===== src/rtl/uart_block_rx.sv =====
// uart_block_rx: UART 8N1 receiver that assembles a 17-byte DES command frame
// (header 0xE5/0xD5, 8 key bytes, 8 data bytes) and holds the result for the
// DES control path behind a valid/accept handshake.
// Optional build macro RXBLK_TIMEOUT_EN: abandons a partial frame after
// TIMEOUT_BITS idle bit times.
//
// bit FSM   | meaning
// B_IDLE    | line idle, waiting for a falling edge (only once the line was seen high)
// B_START   | half a bit into the start bit, confirming it is still low
// B_DATA    | sampling 8 data bits, LSB first, one per bit period
// B_STOP    | sampling the stop bit
//
// frame FSM | meaning
// F_HDR     | waiting for a 0xE5 / 0xD5 header byte
// F_KEY     | collecting 8 key bytes
// F_DATA    | collecting 8 data bytes
// F_HOLD    | block presented, waiting for accept
module uart_block_rx #(
   parameter int CLK_FREQ     = 50000000,
   parameter int BAUD         = 9600,
   parameter int TIMEOUT_BITS = 40
) (
   input  logic        CLK_50MHZ,
   input  logic        reset,
   input  logic        rx,
   input  logic        accept,
   output logic        block_valid,
   output logic [63:0] block_key,
   output logic [63:0] block_data,
   output logic        block_enc,
   output logic        frame_err,
   output logic        overrun,
   output logic        busy
);

   localparam int CLKS_PER_BIT = CLK_FREQ / BAUD;
   localparam int CW           = $clog2(CLKS_PER_BIT) + 1;
   localparam logic [CW-1:0] BIT_LAST  = CW'(CLKS_PER_BIT - 1);
   localparam logic [CW-1:0] HALF_LAST = CW'(CLKS_PER_BIT / 2 - 1);

   typedef enum logic [1:0] {B_IDLE, B_START, B_DATA, B_STOP} bstate_t;
   typedef enum logic [1:0] {F_HDR, F_KEY, F_DATA, F_HOLD} fstate_t;

   bstate_t       bstate;
   fstate_t       fstate;
   logic          rx_meta, rx_sync;
   logic [1:0]    sync_fill;
   logic          armed;
   logic [CW-1:0] bit_cnt;
   logic [2:0]    bit_idx;
   logic [7:0]    shift;
   logic          byte_done;
   logic          stop_err;
   logic [2:0]    byte_cnt;
   logic [63:0]   key_sh, data_sh;
   logic          mode;
   logic          to_fire;

   assign busy = (fstate == F_KEY) || (fstate == F_DATA);

   // Two-flop synchroniser; sync_fill marks when rx_sync holds a real line sample.
   always_ff @(posedge CLK_50MHZ or negedge reset) begin
      if (!reset) begin
         rx_meta   <= 1'b1;
         rx_sync   <= 1'b1;
         sync_fill <= 2'b00;
      end else begin
         rx_meta   <= rx;
         rx_sync   <= rx_meta;
         sync_fill <= {sync_fill[0], 1'b1};
      end
   end

   // Bit FSM: start detection, mid-bit sampling with a down-counter, stop check.
   always_ff @(posedge CLK_50MHZ or negedge reset) begin
      if (!reset) begin
         bstate    <= B_IDLE;
         armed     <= 1'b0;
         bit_cnt   <= '0;
         bit_idx   <= '0;
         shift     <= '0;
         byte_done <= 1'b0;
         stop_err  <= 1'b0;
      end else begin
         byte_done <= 1'b0;
         stop_err  <= 1'b0;
         // Only a real high on the line arms start detection, so a line stuck
         // low after reset or after a framing error is not taken as a start.
         if (sync_fill[1] && rx_sync) armed <= 1'b1;
         case (bstate)
            B_IDLE: begin
               if (armed && !rx_sync) begin
                  bstate  <= B_START;
                  bit_cnt <= HALF_LAST;
               end
            end
            B_START: begin
               if (bit_cnt == '0) begin
                  if (!rx_sync) begin
                     bstate  <= B_DATA;
                     bit_cnt <= BIT_LAST;
                     bit_idx <= '0;
                  end else begin
                     bstate <= B_IDLE;
                  end
               end else begin
                  bit_cnt <= bit_cnt - 1'b1;
               end
            end
            B_DATA: begin
               if (bit_cnt == '0) begin
                  shift   <= {rx_sync, shift[7:1]};
                  bit_cnt <= BIT_LAST;
                  bit_idx <= bit_idx + 3'd1;
                  if (bit_idx == 3'd7) bstate <= B_STOP;
               end else begin
                  bit_cnt <= bit_cnt - 1'b1;
               end
            end
            B_STOP: begin
               if (bit_cnt == '0) begin
                  bstate <= B_IDLE;
                  if (rx_sync) begin
                     byte_done <= 1'b1;
                  end else begin
                     stop_err <= 1'b1;
                     armed    <= 1'b0;
                  end
               end else begin
                  bit_cnt <= bit_cnt - 1'b1;
               end
            end
            default: bstate <= B_IDLE;
         endcase
      end
   end

`ifdef RXBLK_TIMEOUT_EN
   localparam int TO_CYCLES = TIMEOUT_BITS * CLKS_PER_BIT;
   localparam int TW        = $clog2(TO_CYCLES) + 1;

   logic [TW-1:0] to_cnt;
   logic          to_run;

   assign to_run  = busy && (bstate == B_IDLE);
   assign to_fire = to_run && (to_cnt == '0);

   // Inter-byte timeout: counts idle line time inside a frame, reloads otherwise.
   always_ff @(posedge CLK_50MHZ or negedge reset) begin
      if (!reset)                to_cnt <= TW'(TO_CYCLES - 1);
      else if (!to_run || to_fire) to_cnt <= TW'(TO_CYCLES - 1);
      else                       to_cnt <= to_cnt - 1'b1;
   end
`else
   // No timeout in this build; TIMEOUT_BITS is non-negative so this is constant 0.
   assign to_fire = (TIMEOUT_BITS < 0);
`endif

   // Frame FSM: header decode, key/data assembly, hold and handshake.
   always_ff @(posedge CLK_50MHZ or negedge reset) begin
      if (!reset) begin
         fstate      <= F_HDR;
         byte_cnt    <= '0;
         key_sh      <= '0;
         data_sh     <= '0;
         mode        <= 1'b0;
         block_valid <= 1'b0;
         block_key   <= '0;
         block_data  <= '0;
         block_enc   <= 1'b0;
         frame_err   <= 1'b0;
         overrun     <= 1'b0;
      end else begin
         overrun   <= 1'b0;
         frame_err <= stop_err || to_fire;
         case (fstate)
            F_HDR: begin
               if (byte_done && (shift == 8'hE5 || shift == 8'hD5)) begin
                  mode     <= (shift == 8'hE5);
                  byte_cnt <= '0;
                  fstate   <= F_KEY;
               end
            end
            F_KEY, F_DATA: begin
               if (stop_err || to_fire) begin
                  fstate <= F_HDR;
                  if (to_fire) begin
                     key_sh  <= '0;
                     data_sh <= '0;
                  end
               end else if (byte_done) begin
                  byte_cnt <= byte_cnt + 3'd1;
                  if (fstate == F_KEY) begin
                     key_sh <= {key_sh[55:0], shift};
                     if (byte_cnt == 3'd7) begin
                        byte_cnt <= '0;
                        fstate   <= F_DATA;
                     end
                  end else begin
                     data_sh <= {data_sh[55:0], shift};
                     if (byte_cnt == 3'd7) begin
                        block_key   <= key_sh;
                        block_data  <= {data_sh[55:0], shift};
                        block_enc   <= mode;
                        block_valid <= 1'b1;
                        fstate      <= F_HOLD;
                     end
                  end
               end
            end
            F_HOLD: begin
               // A held block survives line errors; a new byte here is lost.
               if (byte_done) overrun <= 1'b1;
               if (accept) begin
                  block_valid <= 1'b0;
                  fstate      <= F_HDR;
               end
            end
            default: fstate <= F_HDR;
         endcase
      end
   end

endmodule

===== config.mk =====
export PLATFORM = sky130hd
export DESIGN_NAME = uart_block_rx
export DESIGN_NICKNAME = d
export VERILOG_FILES = /design/src/rtl/uart_block_rx.sv
export SDC_FILE = /design/constraint.sdc
export NUM_CORES = 1
export LEC_CHECK = 0
export ABC_AREA = 1
export BUFFER_PORTS_ARGS = -buffer_cell sky130_fd_sc_hd__buf_2
export CORE_UTILIZATION = 25
export DETAILED_ROUTE_END_ITERATION = 7
export SKIP_LAST_GASP = 1
export SLEW_MARGIN = 20
export SYNTH_ARGS = -nofsm -noshare
export SYNTH_HDL_FRONTEND = slang
export SYNTH_SLANG_ARGS = --single-unit

===== constraint.sdc =====
create_clock -name CLK_50MHZ -period 2.1 [get_ports CLK_50MHZ]
set_clock_uncertainty 0.05 [all_clocks]
set_input_delay 0.105 -clock CLK_50MHZ [delete_from_list [all_inputs] [get_ports CLK_50MHZ]]
set_output_delay 0.105 -clock CLK_50MHZ [all_outputs]
set_load 0.005 [all_outputs]

---- After elaboration in Yosys (flattened, before gate mapping) ----
Index checks and enable logic that the tools add are counted.
cells by class
  eq/ne operators ......................... 26
  divide/modulo/power cells ............... 0
  reduce and logical (&&, ||, !) cells .... 24
  magnitude comparators ................... 0
  shift operators ......................... 0
  add/subtract/negate cells ............... 3
  multipliers ............................. 0
  bitwise operators ....................... 2
  mux-type cells .......................... 49
operators with widths
  operator                                             count
  2-to-1 mux 14 bit                                    5
  one-hot mux 14 bit (4 select lines)                  1
  2-to-1 mux 2 bit                                     13
  inequality test 2 bit, second input constant         13
  2-to-1 mux 3 bit                                     8
  AND reduction 4 bit                                  5
  2-to-1 mux 1 bit                                     17
  equality test 8 bit, second input constant           2
  logical NOT 14 bit                                   1
  subtractor 14 x 1 -> 14 bit, second input constant   1
  one-hot mux 3 bit (2 select lines)                   2
  AND reduction 5 bit                                  2
  inequality test 3 bit, second input constant         3
  equality test 2 bit, second input constant           4
  one-hot mux 2 bit (4 select lines)                   1
  adder 3 x 1 -> 3 bit, second input constant          2
  equality test 3 bit, second input constant           2
  one-hot mux 2 bit (3 select lines)                   1
  AND reduction 6 bit                                  1
  nonzero test 2 bit                                   3
  equality test 2 x 1 -> 1 bit, second input constant  2
  logical NOT 2 bit                                    2
  AND reduction 2 bit                                  2
  logical AND 1 bit                                    3
  other kinds (6)                                      8
storage, ports and cells
  bits in read-only memories .............. 0
  output and inout port bits .............. 133
  register bits ........................... 292
  bits of input ports ..................... 4
  memories ................................ 0
  memory bits (writable) .................. 0
  bits in latches ......................... 0
  logic and storage cells ................. 125

---- Depth between registers and ports, before layout ----
  depth in word-level cells ............... 6
  mapped depth ............................ 11
  gate-level depth less buffers ........... 10

---- Worst setup path before layout ----
No wires, ideal clock.
  path kind ............................... register -> register
  start point ............................. register fstate[0]
  end point ............................... register block_key[61]
  period minus slack after synthesis ...... 1.886 ns
  buffers on the path ..................... 1
  stages on the path, launching flop included .. 8
  library setup time ...................... 0.125 ns
  arrival time ............................ 1.711 ns
  required time ........................... 1.925 ns
  setup slack ............................. 0.214 ns
  cell sequence ........................... dfrtp_1 -> inv_1 -> ha_1 -> inv_2 -> nor3_4 -> nand2_2 -> buf_2 -> mux2_4
between the ends
  longest elaborated chain between the ends .. 3
  elaborated cells on any way between the ends .. 5
  those cells by class .................... 2 x eq/ne; 1 x bitwise; 2 x reduce/logical
ends and longest elaborated chain
  element                                                                     line      text
  start, declared                                                             45        fstate_t fstate;
  start signal, assigned                                                      162       fstate <= F_HDR;
  start signal, assigned                                                      181       fstate <= F_KEY;
  start signal, assigned                                                      186       fstate <= F_HDR;
  equality test 2 x 1 -> 1 bit / equality test 2 bit (equally long branches)  176, 193
  OR reduction 2 bit / inverter 1 bit (equally long branches)                 n/a
  AND reduction 5 bit (no source line) *                                      n/a
  end signal, assigned                                                        202       block_key <= key_sh;
  end, declared                                                               28        output logic [63:0] block_key,
Mark *: on every way between the ends. The rest lies on a longest branch, timed or not.
A chain may end at the register's enable or synchronous reset.

---- Final worst setup path ----
  start point ............................. register fstate[0]
  end point ............................... register block_key[55]
The elaborated chain is that of the path after synthesis.

==> flow_summary.toml <==
[detailed_routing]
drtAntennaViolNets = 0
avgRoutedWirePerCell_um = 13.1
num_vias = 8247
dr.pass1.iters = 5
post-route-drc-count = 0
drt_iter0_drc = 446
drt-total-wl_um = 26000
via_per_inst = 4.16

[die]
core_um2 = 45400
die_y_um = 217
rows = 78
initial_core_util_pct = 25.4
ios = 137
fp.dieW_um = 217
die-area_um2 = 46900

[yosys]
synth-edff-count = 0
postSynthCellCount = 1201
syn_avg_cell_area_um2 = 9.59
mappedNetlistArea_um2 = 11500
synth-seq-area-share_pct = 63.5
ys_warn_count = 0
synth-seq-cells = 292
ys.flop_type = "dfrtp_1"
yosysUniqueCellTypes = 33
async_flop_share_pct = 100
synth_nets = 1218

[critical_path]
cp.depth = 9
regToRegEndpoint = "block_key[55]"
worstPathRequired_ps = 2460
r2r_setup_slack_ps = 130
cp.arrival_ps = 2330
cpPeakStageDelay_ps = 390
cpLargestDelayFamily = "buffers and inverters"
startpoint = "fstate[0]"
cp-end-kind = "flop"
worst_r2r_startpoint = "fstate[0]"
rr_worst_depth = 9
crit_fanout = 44
startpoint_type = "flop"
crit_end = "block_key[55]"
path_buf_inv = 4
slowest_stage = "dfrtp_1"
critical_path_class = "flop to flop"
crit_chain = "inv_1 -> ha_1 -> inv_2 -> nor3_4 -> nand2_8 -> buf_12 -> buf_4 -> nand2_1 -> o21ai_1"

[timing]
rsz0062_at_grt = "true"
report.final.slew_viol_count = 0
hold_violations = 0
fmax_mhz = 506
setup_slack_ps = 125
fin_crit_sh_pct = 94.0
fin_crit_ps = 1970
max_slew_margin_pct = 60.1
setup_viol = 0
worst_pin_slew_ps = 598

[clock_tree]
cts_htree_levels = 2
path_clk_slew_ps = 60
numCtsBuffers = 35
worst_skew_pair.late_latency_ps = 530
cts.sinks = 292
cts_tree = "built"
post-cts-setup-buffer-count = 0
cts_root_buffer = "clkbuf_16"
cts_max_path_buffers = 3

[worst_hold_path]
hold_class = "input port to asynchronous set/reset pin"

[final_layout]
nFillCells = 4700
nets = 1374
syn_to_final_growth_pct = 23.4
final_util_pct = 31.3
antenna_cells = 0
layout_commonest_cell = "nand2_1"
drive_gt1_share_pct = 17.4
final_cell_mix = "nand2_1 (314), dfrtp_1 (290), inv_1 (158)"

[place]
routabilityCongestion = 0.802
place_ws_ps = 82.5
io_buffer_count = 136
hpwl_um = 18200

[run]
maxCapViolations = 0

[power_and_ir_drop]
p_leak_nw = 6.69
vdd_drop_max_mv = 0.405
fin_total_pwr_mw = 12.7
power_density_nw_per_um2 = 893

[grt]
grt.busiest_layer = "met2"
antenna_found_initial = 0
met2_usage_pct = 17.8
grt_max_degree = 113
grt_pass1_vias = 8197
grt_usage_pct = 11.4
globalRouteOverflowTotal = 0
grt_pass1_wl_um = 43000
met1_usage_pct = 15.4
use_met3_pct = 2.25

[outcome]
status = "completed"
worst min path at each step:
stage	start	endpoint	slack, ps	cells after the start
after floorplan	reset	asynchronous set/reset pin	-240	0
after global placement	reset	key_sh[19]	90	1
after detailed placement	reset	block_key[3]	100	1
after CTS	reset	key_sh[9]	100	2
after global routing	reset	key_sh[17]	140	2
final	reset	key_sh[27]	110	2
logic make-up (layout without fill, tap and decap cells):
group           Yosys count  count (layout)  share of synthesized area (%)
compound gates          278             278                           12.2
xor+xnor                  6               6                          0.456
fa+ha+maj                13              13                           1.41
buf+inv                 214             394                           8.05
flops                   292             292                           63.5
mux                      10              10                           1.04
other cells               1               1                         0.0326
simple gates            387             387                           13.4
synthesized netlist by cell type, types with 8 or more instances:
cell type	instances	area share, %
nor2_1	37	1.2
nand3_1	17	0.74
inv_1	158	5.2
clkbuf_1	17	0.55
mux2_1	8	0.78
o21ai_1	112	4.9
o21ai_0	157	6.8
nand2_1	315	10
buf_6	12	1.2
dfrtp_1	290	63
ha_1	13	1.4
buf_2	24	1.0
worst reg2reg max path, stage by stage (launching register included):
cell and delay (ps):
dfrtp_1 390, inv_1 60, ha_1 320, inv_2 70, nor3_4 270, nand2_8 90
buf_12 180, buf_4 270, nand2_1 80, o21ai_1 70
flip-flops by register name (all words and copies together) (netlist names), named ones only:
register and flops:
block_data 64, block_key 64, key_sh 64, data_sh 56, bit_cnt 14, shift 8
bit_idx 3, byte_cnt 3, fstate 2, sync_fill 2, armed 1, block_enc 1
block_valid 1, bstate 1, byte_done 1, frame_err 1, mode 1, overrun 1
rx_meta 1, rx_sync 1, stop_err 1
through the flow:
step,TNS (ps),area [um2],hold slack [ps],cells
finish,0,14200,115,1981
global route,-106,14200,140,1981
CTS,0,14200,103,1981
detailed placement,0,13100,96.3,1917
global placement,0,13100,87.8,1917
floorplan,0,11500,-241,1201
routing by layer:
layer | part of all wire [%] | vias up
li1 | - | 4115
met5 | 0 | -
met1 | 48 | 3942
met2 | 45 | 137
met3 | 4.0 | 53
met4 | 3.1 | 0
timing repair:
item / in CTS / in global routing
resized for setup: 0 / 1
hold buffers: 3 / 0
endpoints found under the hold margin: 270 / 0
endpoints found under the setup margin: 0 / 68
power by group:
part           switching (mW)  internal, mW
clock network            2.33          3.48
registers              0.0948          5.73
logic                   0.694         0.361
total                    3.12          9.57
final cells by class:
cell class / count / area, um2 / area share, %
inverter: 159 / 597 / 4.20
multi-input combinational: 695 / 3310 / 23.3
sequential: 292 / 7310 / 51.4
timing repair buffer: 174 / 1130 / 7.98
tap: 600 / 751 / 5.28
clock buffer: 49 / 1010 / 7.10
clock inverter: 12 / 106 / 0.748
No activity file was read; power rests on OpenSTA's default activity.
